`src/rtl/fir_coeff_loader.sv`:
```
// Coefficient-reload sequencer for the symmetric folded FIR: streams host words into c_WE/c_in/c_addr.
// Optional checksum over the burst is enabled by defining FIR_COEFF_CHK_EN.
module fir_coeff_loader #(
  parameter int ORD   = 256,
  parameter int C     = 16,
  parameter int AW    = $clog2((ORD + 1) / 2),
  parameter int FLUSH = 2
) (
  input  logic          clk,
  input  logic          nrst,
  input  logic          start,
  input  logic          fs_tick,
  input  logic          s_valid,
  input  logic [C-1:0]  s_data,
  input  logic          s_last,
  output logic          s_ready,
  input  logic [C-1:0]  exp_sum,
  output logic          c_WE,
  output logic [C-1:0]  c_in,
  output logic [AW-1:0] c_addr,
  output logic          busy,
  output logic          mute,
  output logic          done,
  output logic          err,
  output logic          chk_err
);

  localparam int NC = (ORD + 1) / 2;
  localparam int FW = $clog2(FLUSH + 2);

  localparam logic [2:0] S_IDLE  = 3'd0;
  localparam logic [2:0] S_WAIT  = 3'd1;
  localparam logic [2:0] S_LOAD  = 3'd2;
  localparam logic [2:0] S_FLUSH = 3'd3;
  localparam logic [2:0] S_DONE  = 3'd4;

  logic [2:0]    state;
  logic [AW-1:0] cnt;
  logic [FW-1:0] fcnt;
  logic          beat;
  logic          at_top;
  logic          end_beat;
  logic          to_done;
  logic          take_start;

  // Handshake is a pure state decode so s_ready never depends on s_valid.
  assign s_ready    = (state == S_LOAD);
  assign beat       = s_valid & s_ready;
  assign at_top     = (cnt == AW'(NC - 1));
  assign end_beat   = beat & (s_last | at_top);
  assign take_start = (state == S_IDLE) & start;
  assign to_done    = ((state == S_LOAD) & end_beat & (FLUSH == 0)) |
                      ((state == S_FLUSH) & fs_tick & (fcnt == FW'(FLUSH - 1)));

  assign busy = (state != S_IDLE);
  assign mute = (state != S_IDLE);
  assign done = (state == S_DONE);

  always_ff @(posedge clk or negedge nrst) begin
    if (!nrst) begin
      state  <= S_IDLE;
      cnt    <= '0;
      fcnt   <= '0;
      err    <= 1'b0;
      c_WE   <= 1'b0;
      c_in   <= '0;
      c_addr <= '0;
    end else begin
      c_WE <= beat;
      if (beat) begin
        c_in   <= s_data;
        c_addr <= cnt;
      end
      case (state)
        S_IDLE: begin
          if (start) begin
            state <= S_WAIT;
            err   <= 1'b0;
            cnt   <= '0;
          end
        end
        S_WAIT: begin
          if (fs_tick) state <= S_LOAD;
        end
        S_LOAD: begin
          // Hold cnt on the ending beat so it never wraps past NC-1.
          if (beat && !end_beat) cnt <= cnt + AW'(1);
          if (end_beat) begin
            err   <= (s_last != at_top);
            fcnt  <= '0;
            state <= (FLUSH == 0) ? S_DONE : S_FLUSH;
          end
        end
        S_FLUSH: begin
          if (fs_tick) begin
            if (fcnt == FW'(FLUSH - 1)) state <= S_DONE;
            else fcnt <= fcnt + FW'(1);
          end
        end
        S_DONE:  state <= S_IDLE;
        default: state <= S_IDLE;
      endcase
    end
  end

`ifdef FIR_COEFF_CHK_EN
  logic [C-1:0] sum;
  logic [C-1:0] sum_upd;
  logic [C-1:0] exp_q;

  // sum_upd folds in the current beat so a FLUSH=0 build still sees the final word.
  assign sum_upd = sum + (beat ? s_data : '0);

  always_ff @(posedge clk or negedge nrst) begin
    if (!nrst) begin
      sum     <= '0;
      exp_q   <= '0;
      chk_err <= 1'b0;
    end else if (take_start) begin
      sum     <= '0;
      exp_q   <= exp_sum;
      chk_err <= 1'b0;
    end else begin
      if (beat) sum <= sum_upd;
      if (to_done) chk_err <= (sum_upd != exp_q);
    end
  end
`else
  logic unused_chk;
  assign unused_chk = (^exp_sum) ^ to_done ^ take_start;
  assign chk_err    = 1'b0;
`endif

endmodule

```
`config.mk`:
```
export PLATFORM = sky130hd
export DESIGN_NAME = fir_coeff_loader
export DESIGN_NICKNAME = d
export VERILOG_FILES = /design/src/rtl/fir_coeff_loader.sv
export SDC_FILE = /design/constraint.sdc
export NUM_CORES = 1
export LEC_CHECK = 0
export ABC_CLOCK_PERIOD_IN_PS = 4500
export CORE_MARGIN = 2
export CORE_UTILIZATION = 46
export DETAILED_ROUTE_END_ITERATION = 7
export PLACE_DENSITY_LB_ADDON = 0.05
export SKIP_CTS_REPAIR_TIMING = 1
export SLEW_MARGIN = 40
export SYNTH_ARGS = -nofsm -noshare
export SYNTH_HDL_FRONTEND = slang
export SYNTH_SLANG_ARGS = --single-unit
```
`constraint.sdc`:
```
create_clock -name clk -period 4.5 [get_ports clk]
set_clock_uncertainty 0.2 [all_clocks]
set_input_delay 0.9 -clock clk [delete_from_list [all_inputs] [get_ports clk]]
set_output_delay 0.9 -clock clk [all_outputs]
set_load 0.03 [all_outputs]
```
==> metrics.yaml, run 1 <==
yosys:
  syn_area_um2: 1709
  synth-seq-cells: 37
  ys_seq_area_frac: 0.5417
  synth_area_leaders: "dfrtp_1 (54%), mux2_1 (13%), mux2_2 (2.6%)"
  synthArstFlopShare: 1.000
  yosysWarnings: 0
  syn_inst: 139
  ys.flop_type: "dfrtp_1"
  synth-edff-count: 0
  synth.distinct_cells: 37
  syn_area_per_cell_um2: 12.30
  synth_common_cells: "dfrtp_1 (37), mux2_1 (19), nand3_1 (8)"
  yosys.area.top_type: "dfrtp_1"
  syn-num-nets: 180
  yosysMostFrequentCell: "dfrtp_1"
  synth_top_cell_area_share: 0.5417
clock_network:
  clk_path_buf_depth: 2
  tritoncts: "yes"
  root_buffer: "clkbuf_8"
  cts_htree_levels: 2
  cts_buffers: 5
  path_clk_slew_ps: 70
  clk-insertion-delay-late_ps: 280
  clock_sinks: 37
place:
  postPlaceCellArea_um2: 2207
  port_buffers: 50
  routabilityCongestion: 0.8049
  place_inst: 229
  dpl.hpwl_mm: 2.239
critical_path:
  worst-path-max-fanout: 14
  critPathLaunch: "state[0]"
  r2r-start: "cnt[0]"
  crit_path_cell_trace: "nor3b_4 -> clkdlybuf4s50_1"
  worstPathRequired_ps: 3400
  end_kind: "output port"
  crit_arrival_ps: 2060
  crit_slowest_cell: "clkdlybuf4s50_1"
  cp-start-kind: "register"
  reg2reg_slack_ps: 2050
  cp_top_family: "buffers and inverters"
  critical_path_class: "register to output port"
  path_buf_inv: 1
  cpPeakStageDelay_ps: 770
timing:
  slew_headroom: 0.4945
  fin_setup_tns_ps: 0
  fmax_mhz: 316.7
  fin_crit_ps: 3158
  setup_violations: 0
  finalHoldViolCount: 0
  fin_crit_sh: 0.7017
  drv_slew: 0
  tightestPinTransition_ps: 751.5
  grt_setup_unrepaired: "no"
hold_path:
  worstHoldPathType: "register to register"
  worstHoldStart: "c_addr[4]"
power:
  fin_total_pwr_w: 0.001552
  power_density_nw_per_um2: 673.9
  p_leak_nw: 1.015
  ir_drop_mv: 0.4431
final_layout:
  nets: 229
  fillers: 303
  layout-drive-gt1-share: 0.07937
  fin_cells: 237
  post-route-util: 0.6388
  final_area_um2: 2303
  multi_input_area_um2: 686.9
  register_area_um2: 925.9
  syn_to_final_growth_pct: 34.77
  antenna_cells: 0
route:
  wl_per_cell_um: 12.88
  finalWirelength_mm: 3.052
  initialDrtViolationCount: 37
  dr.pass1.iters: 4
  avgViaCountPerCell: 5.181
  drcViolationCount: 0
  vias: 1228
  ant_nets: 0
global_routing:
  grt_pass1_vias: 1188
  grt_max_degree: 38
  track_usage: 0.1604
  gr-total-overflow: 0
  antenna_found_initial: 0
  grt_pass1_wl_mm: 5.209
floorplanning:
  die_y_um: 64.96
  ios: 68
  row_count: 22
  die_width_um: 64.96
  die_area_um2: 4219
  initial_core_util: 0.4740
  core_area_um2: 3606
job:
  maxCapViolations: 0
run_status:
  status: "completed"
==> registers in the layout (all words and copies together) (netlist names) <==
| signal | cells |
|---|---|
| c_addr | 7 |
| err | 1 |
| state | 3 |
| c_in | 16 |
| cnt | 7 |
| fcnt | 2 |
| c_WE | 1 |
==> cells in the final DEF (no fill, tap or decap), drive strengths merged, types with 2 or more instances in the layout <==
cell / instances
nand3: 8
nor3b: 2
a22o: 2
inv: 7
a41oi: 2
and2: 3
dfrtp: 37
nand2: 5
clkdlybuf4s50: 50
a21oi: 2
nor2b: 3
mux2: 23
ha: 3
o21ai: 5
nand2b: 3
clkinv: 2
a31oi: 6
clkbuf: 6
and3: 4
mux2i: 2
==> kinds of logic after synthesis <==
| family | after synthesis | share of synthesized area |
|---|---|---|
| compound gates | 24 | 0.09591 |
| fa+ha+maj | 3 | 0.02196 |
| buf+inv | 16 | 0.05709 |
| flops | 37 | 0.5417 |
| mux | 25 | 0.1633 |
| other cells | 1 | 0.002194 |
| simple gates | 33 | 0.1179 |
==> per-layer routing <==
metal / vias up / global-route usage / routed length (um)
met5: - / 0 / 0
met4: 0 / 0.03989 / 24
met3: 3 / 0.05208 / 205
met2: 50 / 0.2616 / 1368
met1: 576 / 0.2068 / 1453
li1: 599 / - / -
==> final timing paths <==
kind,cells after the start,end
max,2,s_ready
min,1,c_addr[4]
max reg2reg,7,cnt[2]
min reg2reg,1,c_addr[4]
max in group asynchronous,2,cnt[3]
min in group asynchronous,2,c_in[14]
==> worst register-to-register path: stages (launching register included) <==
cell,delay [ps]
dfrtp_1,420
ha_1,260
and3_1,210
nand3_1,100
ha_1,210
nand3_1,110
a21boi_0,630
a31oi_1,170
==> area by class of cell <==
cell class              instances  area share
clock buffers                   6     0.03585
well taps                      48     0.02607
flip-flops and latches         37      0.4020
inverters                       7     0.01141
clock inverters                 2    0.005975
multi-input cells              86      0.2982
repair buffers                 51      0.2205
==> stage by stage <==
step	hold WS, ps	setup WS (ps)
6_report	284.9	1342
5_1_grt	298.5	1242
4_1_cts	290.7	1337
3_5_place_dp	273.8	1652
3_3_place_gp	265.7	1477
2_1_floorplan	265.8	2248
==> power breakdown <==
part | total [W] | switching (W) | internal, W
Combinational | 0.000755 | 0.000409 | 0.000346
Sequential | 0.000562 | 0.0000981 | 0.000464
Clock | 0.000236 | 0.000112 | 0.000124
Total | 0.00155 | 0.000619 | 0.000933
(Power assumes the default switching activity.)
==> run 2: changes to the inputs <==
--- a/config.mk
+++ b/config.mk
@@ -5,9 +5,9 @@
 export SDC_FILE = /design/constraint.sdc
 export NUM_CORES = 1
 export LEC_CHECK = 0
-export ABC_CLOCK_PERIOD_IN_PS = 4500
+export ABC_CLOCK_PERIOD_IN_PS = 3280
 export CORE_MARGIN = 2
-export CORE_UTILIZATION = 46
+export CORE_UTILIZATION = 43
 export DETAILED_ROUTE_END_ITERATION = 7
 export PLACE_DENSITY_LB_ADDON = 0.05
 export SKIP_CTS_REPAIR_TIMING = 1
==> constraint.sdc (replaced) <==
create_clock -name clk -period 3.28 [get_ports clk]
set_clock_uncertainty 0.2 [all_clocks]
set_input_delay 0.656 -clock clk [delete_from_list [all_inputs] [get_ports clk]]
set_output_delay 0.656 -clock clk [all_outputs]
set_load 0.03 [all_outputs]
==> run 2 against run 1 <==
Sequential cell count unchanged; sequential share of layout area increased by 0.18 points; cell count is 0.42% higher; critical path type unchanged; critical endpoint unchanged; largest power group unchanged.
==> metrics.yaml, run 2 (synthesized netlist as in run 1, its figures left out) <==
global_routing:
  gr-total-overflow: 0
  grt_pass1_vias: 1202
  grt_util_met1: 0.1889
  grt_max_degree: 38
  track_usage: 0.1576
  grt_pass1_wl_mm: 5.223
  antenna_found_initial: 0
  top_usage_layer: "met2"
  grt_use_met3: 0.04561
  grt_use_met2: 0.2537
final_layout:
  post-route-util: 0.6126
  fillers: 323
  regMostFlops: "c_in"
  layout_common_cells: "clkdlybuf4s50_1 (49), dfrtp_1 (37), mux2_1 (19)"
  multi_input_area_um2: 685.7
  antenna_cells: 0
  syn_to_final_growth_pct: 34.19
  largest_reg_flops: 16
  register_area_um2: 925.9
  layout_commonest_cell: "clkdlybuf4s50_1"
  nets: 230
  layout-drive-gt1-share: 0.07895
  top_regs: "c_in: 16 flops, c_addr: 7 flops, cnt: 7 flops"
critical_path:
  critical_path_class: "register to output port"
  r2r-start: "cnt[0]"
  worst-path-max-fanout: 14
  cp-start-kind: "register"
  crit_arrival_ps: 1910
  r2r-end: "cnt[3]"
  reg2reg_slack_ps: 850
  cpPeakStageDelay_ps: 690
  reg2reg_depth: 7
  worstPathRequired_ps: 2420
  crit_slowest_cell: "clkdlybuf4s50_1"
  critPathLaunch: "state[0]"
  end_kind: "output port"
  crit_path_cell_trace: "nor3b_4 -> buf_4 -> clkdlybuf4s50_1"
route:
  initialDrtViolationCount: 46
  wl_per_cell_um: 13.74
  dr.pass1.iters: 4
  ant_nets: 0
  finalWirelength_mm: 3.271
  drcViolationCount: 0
  vias: 1224
  avgViaCountPerCell: 5.143
timing:
  fin_crit_ps: 2767
  finalHoldViolCount: 0
  fmax_mhz: 361.4
  fin_crit_sh: 0.8437
  fin_setup_tns_ps: 0
  grt_setup_unrepaired: "no"
  drv_slew: 0
  setup_violations: 0
  slew_headroom: 0.4989
  tightestPinTransition_ps: 744.9
floorplanning:
  die_y_um: 67.05
  initial_core_util: 0.4566
  die_area_um2: 4495
  core_area_um2: 3744
  ios: 68
  row_count: 22
  die_width_um: 67.05
clock_network:
  tritoncts: "yes"
  path_clk_slew_ps: 70
  clock_sinks: 37
  clk-insertion-delay-late_ps: 290
  cts_htree_levels: 2
  clk_path_buf_depth: 2
  cts_buffers: 5
  root_buffer: "clkbuf_8"
job:
  maxCapViolations: 0
place:
  port_buffers: 50
  routabilityCongestion: 0.7926
  dpl.hpwl_mm: 2.345
power:
  power_density_nw_per_um2: 924.9
  p_leak_nw: 1.015
  ir_drop_mv: 0.3988
hold_path:
  worstHoldPathType: "primary input to asynchronous set/reset pin"
run_status:
  status: "completed"
==> run 2: cell types whose count changed in the layout (fill, tap and decap cells not counted) <==
cell	delta
clkbuf_8	-1
clkbuf_1	+1
clkdlybuf4s50_1	-1
clkinv_2	+1
and2_2	-1
and2_1	+1
buf_4	+2
clkinv_4	-1
==> run 2: critical path: cells and delay by family, from the launching register on <==
kind	cells	cell delay, ps
buf+inv	2	900
flops	1	500
simple gates	1	220
==> run 2: layout make-up <==
cell class | instances | share of cell area
well taps | 48 | 0.02619
clock inverters | 2 | 0.004364
repair buffers | 52 | 0.2237
flip-flops and latches | 37 | 0.4037
inverters | 7 | 0.01146
clock buffers | 6 | 0.03164
multi-input cells | 86 | 0.2990
==> run 2: report_power, final <==
group / internal (W) / switching [W] / leakage (nW)
combinational: 0.000483 / 0.000570 / 0.503
sequential: 0.000637 / 0.000133 / 0.467
clock: 0.000147 / 0.000152 / 0.0450
total: 0.00127 / 0.000855 / 1.01
==> run 2: worst max path at each step <==
stage	slack, ps	end	depth (start not counted)
finish	510	s_ready	3
global route	440	s_ready	3
CTS	510	s_ready	3
detailed placement	770	cnt[2]	6
global placement	760	cnt[2]	6
floorplan	1250	cnt[2]	7
==> run 2: through the flow <==
| step | setup slack, ps | total power (W) | cell area, um^2 | cells | hold slack, ps |
|---|---|---|---|---|---|
| finish | 512.6 | 0.002121 | 2293 | 238 | 113.7 |
| CTS | 507.9 | 0.002146 | 2291 | 238 | 274.4 |
| detailed placement | 769.3 | 0.001842 | 2208 | 230 | 273.8 |
| floorplan | 1245 | 0.001439 | 1709 | 139 | 160.4 |
| global route | 438.5 | 0.002256 | 2293 | 238 | 147.3 |
| global placement | 764.1 | 0.001802 | 2208 | 230 | 265.7 |
==> run 2: per-layer routing <==
metal | wire [um] | up-vias
met4 | 51 | 0
met3 | 350 | 5
li1 | - | 596
met2 | 1447 | 52
met5 | 0 | -
met1 | 1421 | 571
==> run 3: changes to the inputs <==
--- a/config.mk
+++ b/config.mk
@@ -5,7 +5,7 @@
 export SDC_FILE = /design/constraint.sdc
 export NUM_CORES = 1
 export LEC_CHECK = 0
-export ABC_CLOCK_PERIOD_IN_PS = 3280
+export ABC_CLOCK_PERIOD_IN_PS = 2600
 export CORE_MARGIN = 2
 export CORE_UTILIZATION = 43
 export DETAILED_ROUTE_END_ITERATION = 7
==> constraint.sdc (replaced) <==
create_clock -name clk -period 2.6 [get_ports clk]
set_clock_uncertainty 0.2 [all_clocks]
set_input_delay 0.52 -clock clk [delete_from_list [all_inputs] [get_ports clk]]
set_output_delay 0.52 -clock clk [all_outputs]
set_load 0.03 [all_outputs]
==> run 3 against run 2 <==
The run now ends with hold timing left; clock power increased by 25%; highest routed layer unchanged; sequential share of layout area decreased by 0.31 points; register-to-register slack got worse by 370 ps.
==> metrics.yaml, run 3 (synthesized netlist as in run 1, its figures left out) <==
timing:
  fmax_mhz: 403.0
  fin_crit_sh: 0.9543
  drv_slew: 0
  finalHoldViolCount: 37
  holdWs_ps: -20.84
  setup_violations: 0
  fin_setup_tns_ps: 0
  fin_crit_ps: 2481
  grt_setup_unrepaired: "no"
final_layout:
  antenna_cells: 0
  layout-drive-gt1-share: 0.09375
  post-route-util: 0.6173
  layout_common_cells: "clkdlybuf4s50_1 (49), dfrtp_1 (37), mux2_1 (19)"
  regMostFlops: "c_in"
  top_regs: "c_in: 16 flops, c_addr: 7 flops, cnt: 7 flops"
  syn_to_final_growth_pct: 35.21
  layout_commonest_cell: "clkdlybuf4s50_1"
  largest_reg_flops: 16
  nets: 232
place:
  routabilityCongestion: 0.7982
  port_buffers: 50
  dpl.hpwl_mm: 2.326
global_routing:
  grt_util_met1: 0.2039
  grt_use_met3: 0.05068
  grt_pass1_vias: 1235
  grt_use_met2: 0.2537
  grt_max_degree: 38
  track_usage: 0.1594
  antenna_found_initial: 0
  gr-total-overflow: 0
  grt_pass1_wl_mm: 5.423
  top_usage_layer: "met2"
route:
  dr.pass1.iters: 4
  wl_per_cell_um: 13.14
  initialDrtViolationCount: 35
  vias: 1242
  drcViolationCount: 0
  finalWirelength_mm: 3.154
  avgViaCountPerCell: 5.175
  ant_nets: 0
clock_network:
  cts_htree_levels: 2
  tritoncts: "yes"
  clk_path_buf_depth: 2
  clock_sinks: 37
  clk-insertion-delay-late_ps: 280
  root_buffer: "clkbuf_8"
  path_clk_slew_ps: 70
  cts_buffers: 5
floorplanning:
  die_width_um: 67.05
  core_area_um2: 3744
  ios: 68
  initial_core_util: 0.4566
  row_count: 22
  die_y_um: 67.05
  die_area_um2: 4495
critical_path:
  crit_arrival_ps: 1760
  cp-start-kind: "register"
  critical_path_class: "register to output port"
  worstPathRequired_ps: 1880
  worst-path-max-fanout: 10
  end_kind: "output port"
power:
  comb_power_share: 0.498
  power_density_nw_per_um2: 1158
  clkPwrFrac: 0.139
  p_int_w: 0.001609
  sequentialPowerShare: 0.363
  switchingPower_w: 0.001068
  p_leak_nw: 1.025
  p_sw_frac: 0.3989
  ir_drop_mv: 0.5106
run_status:
  status: "complete, but fails checks"
  violations: "hold timing"
hold_path:
  worstHoldPathType: "primary input to asynchronous set/reset pin"
job:
  maxCapViolations: 0
==> run 3: cell types whose count changed in the layout (fill, tap and decap cells not counted), sizes merged <==
| cell | previous run | this run |
|---|---|---|
| buf | 3 | 5 |
==> run 3: path summary, 6_finish.rpt <==
| kind | from | end | slack, ps | cells past startpoint |
|---|---|---|---|---|
| min reg2reg | c_addr[4] | c_addr[4] | 290 | 1 |
| min in group clk | c_addr[4] | c_addr[4] | 290 | 1 |
| max in group asynchronous | nrst | c_in[9] | 1900 | 1 |
| min | nrst | c_in[13] | -20 | 1 |
| max reg2reg | cnt[1] | fcnt[0] | 480 | 7 |
| max | state[0] | busy | 120 | 3 |
==> run 3: critical path: stages (launching register included) <==
cell	delay, ps
dfrtp_1	580
nor2_2	120
nand2_1	110
clkdlybuf4s50_1	670
==> run 3: per-stage QoR <==
step,total power [W],area (um^2),std cells,setup slack [ps]
floorplan,0.001816,1709,139,565.3
global placement,0.002285,2223,232,416.4
detailed placement,0.002327,2223,232,384.6
CTS,0.002708,2306,240,70.82
global route,0.002863,2311,240,30.05
finish,0.002677,2311,240,118.7
==> run 3: area by class of cell <==
class / count / area (um^2)
Multi-Input combinational cell: 86 / 688.2
Inverter: 7 / 26.28
Fill cell: 338 / 1433
Clock inverter: 2 / 10.01
Tap cell: 48 / 60.06
Timing Repair Buffer: 54 / 528.0
Clock buffer: 6 / 72.57
Sequential cell: 37 / 925.9
==> run 3: per-layer routing <==
layer,part of all wire,vias up
li1,-,604
met1,0.46,592
met2,0.45,44
met3,0.084,2
met4,0.0067,0
met5,0,-
==> run 3: power by group through the flow <==
stage	sequential, W	combinational (W)	clock [W]
global route	0.00101	0.00143	0.000422
CTS	0.000972	0.00135	0.000388
floorplan	0.00127	0.000542	0
detailed placement	0.000984	0.00134	0
global placement	0.000965	0.00132	0
finish	0.000972	0.00133	0.000373
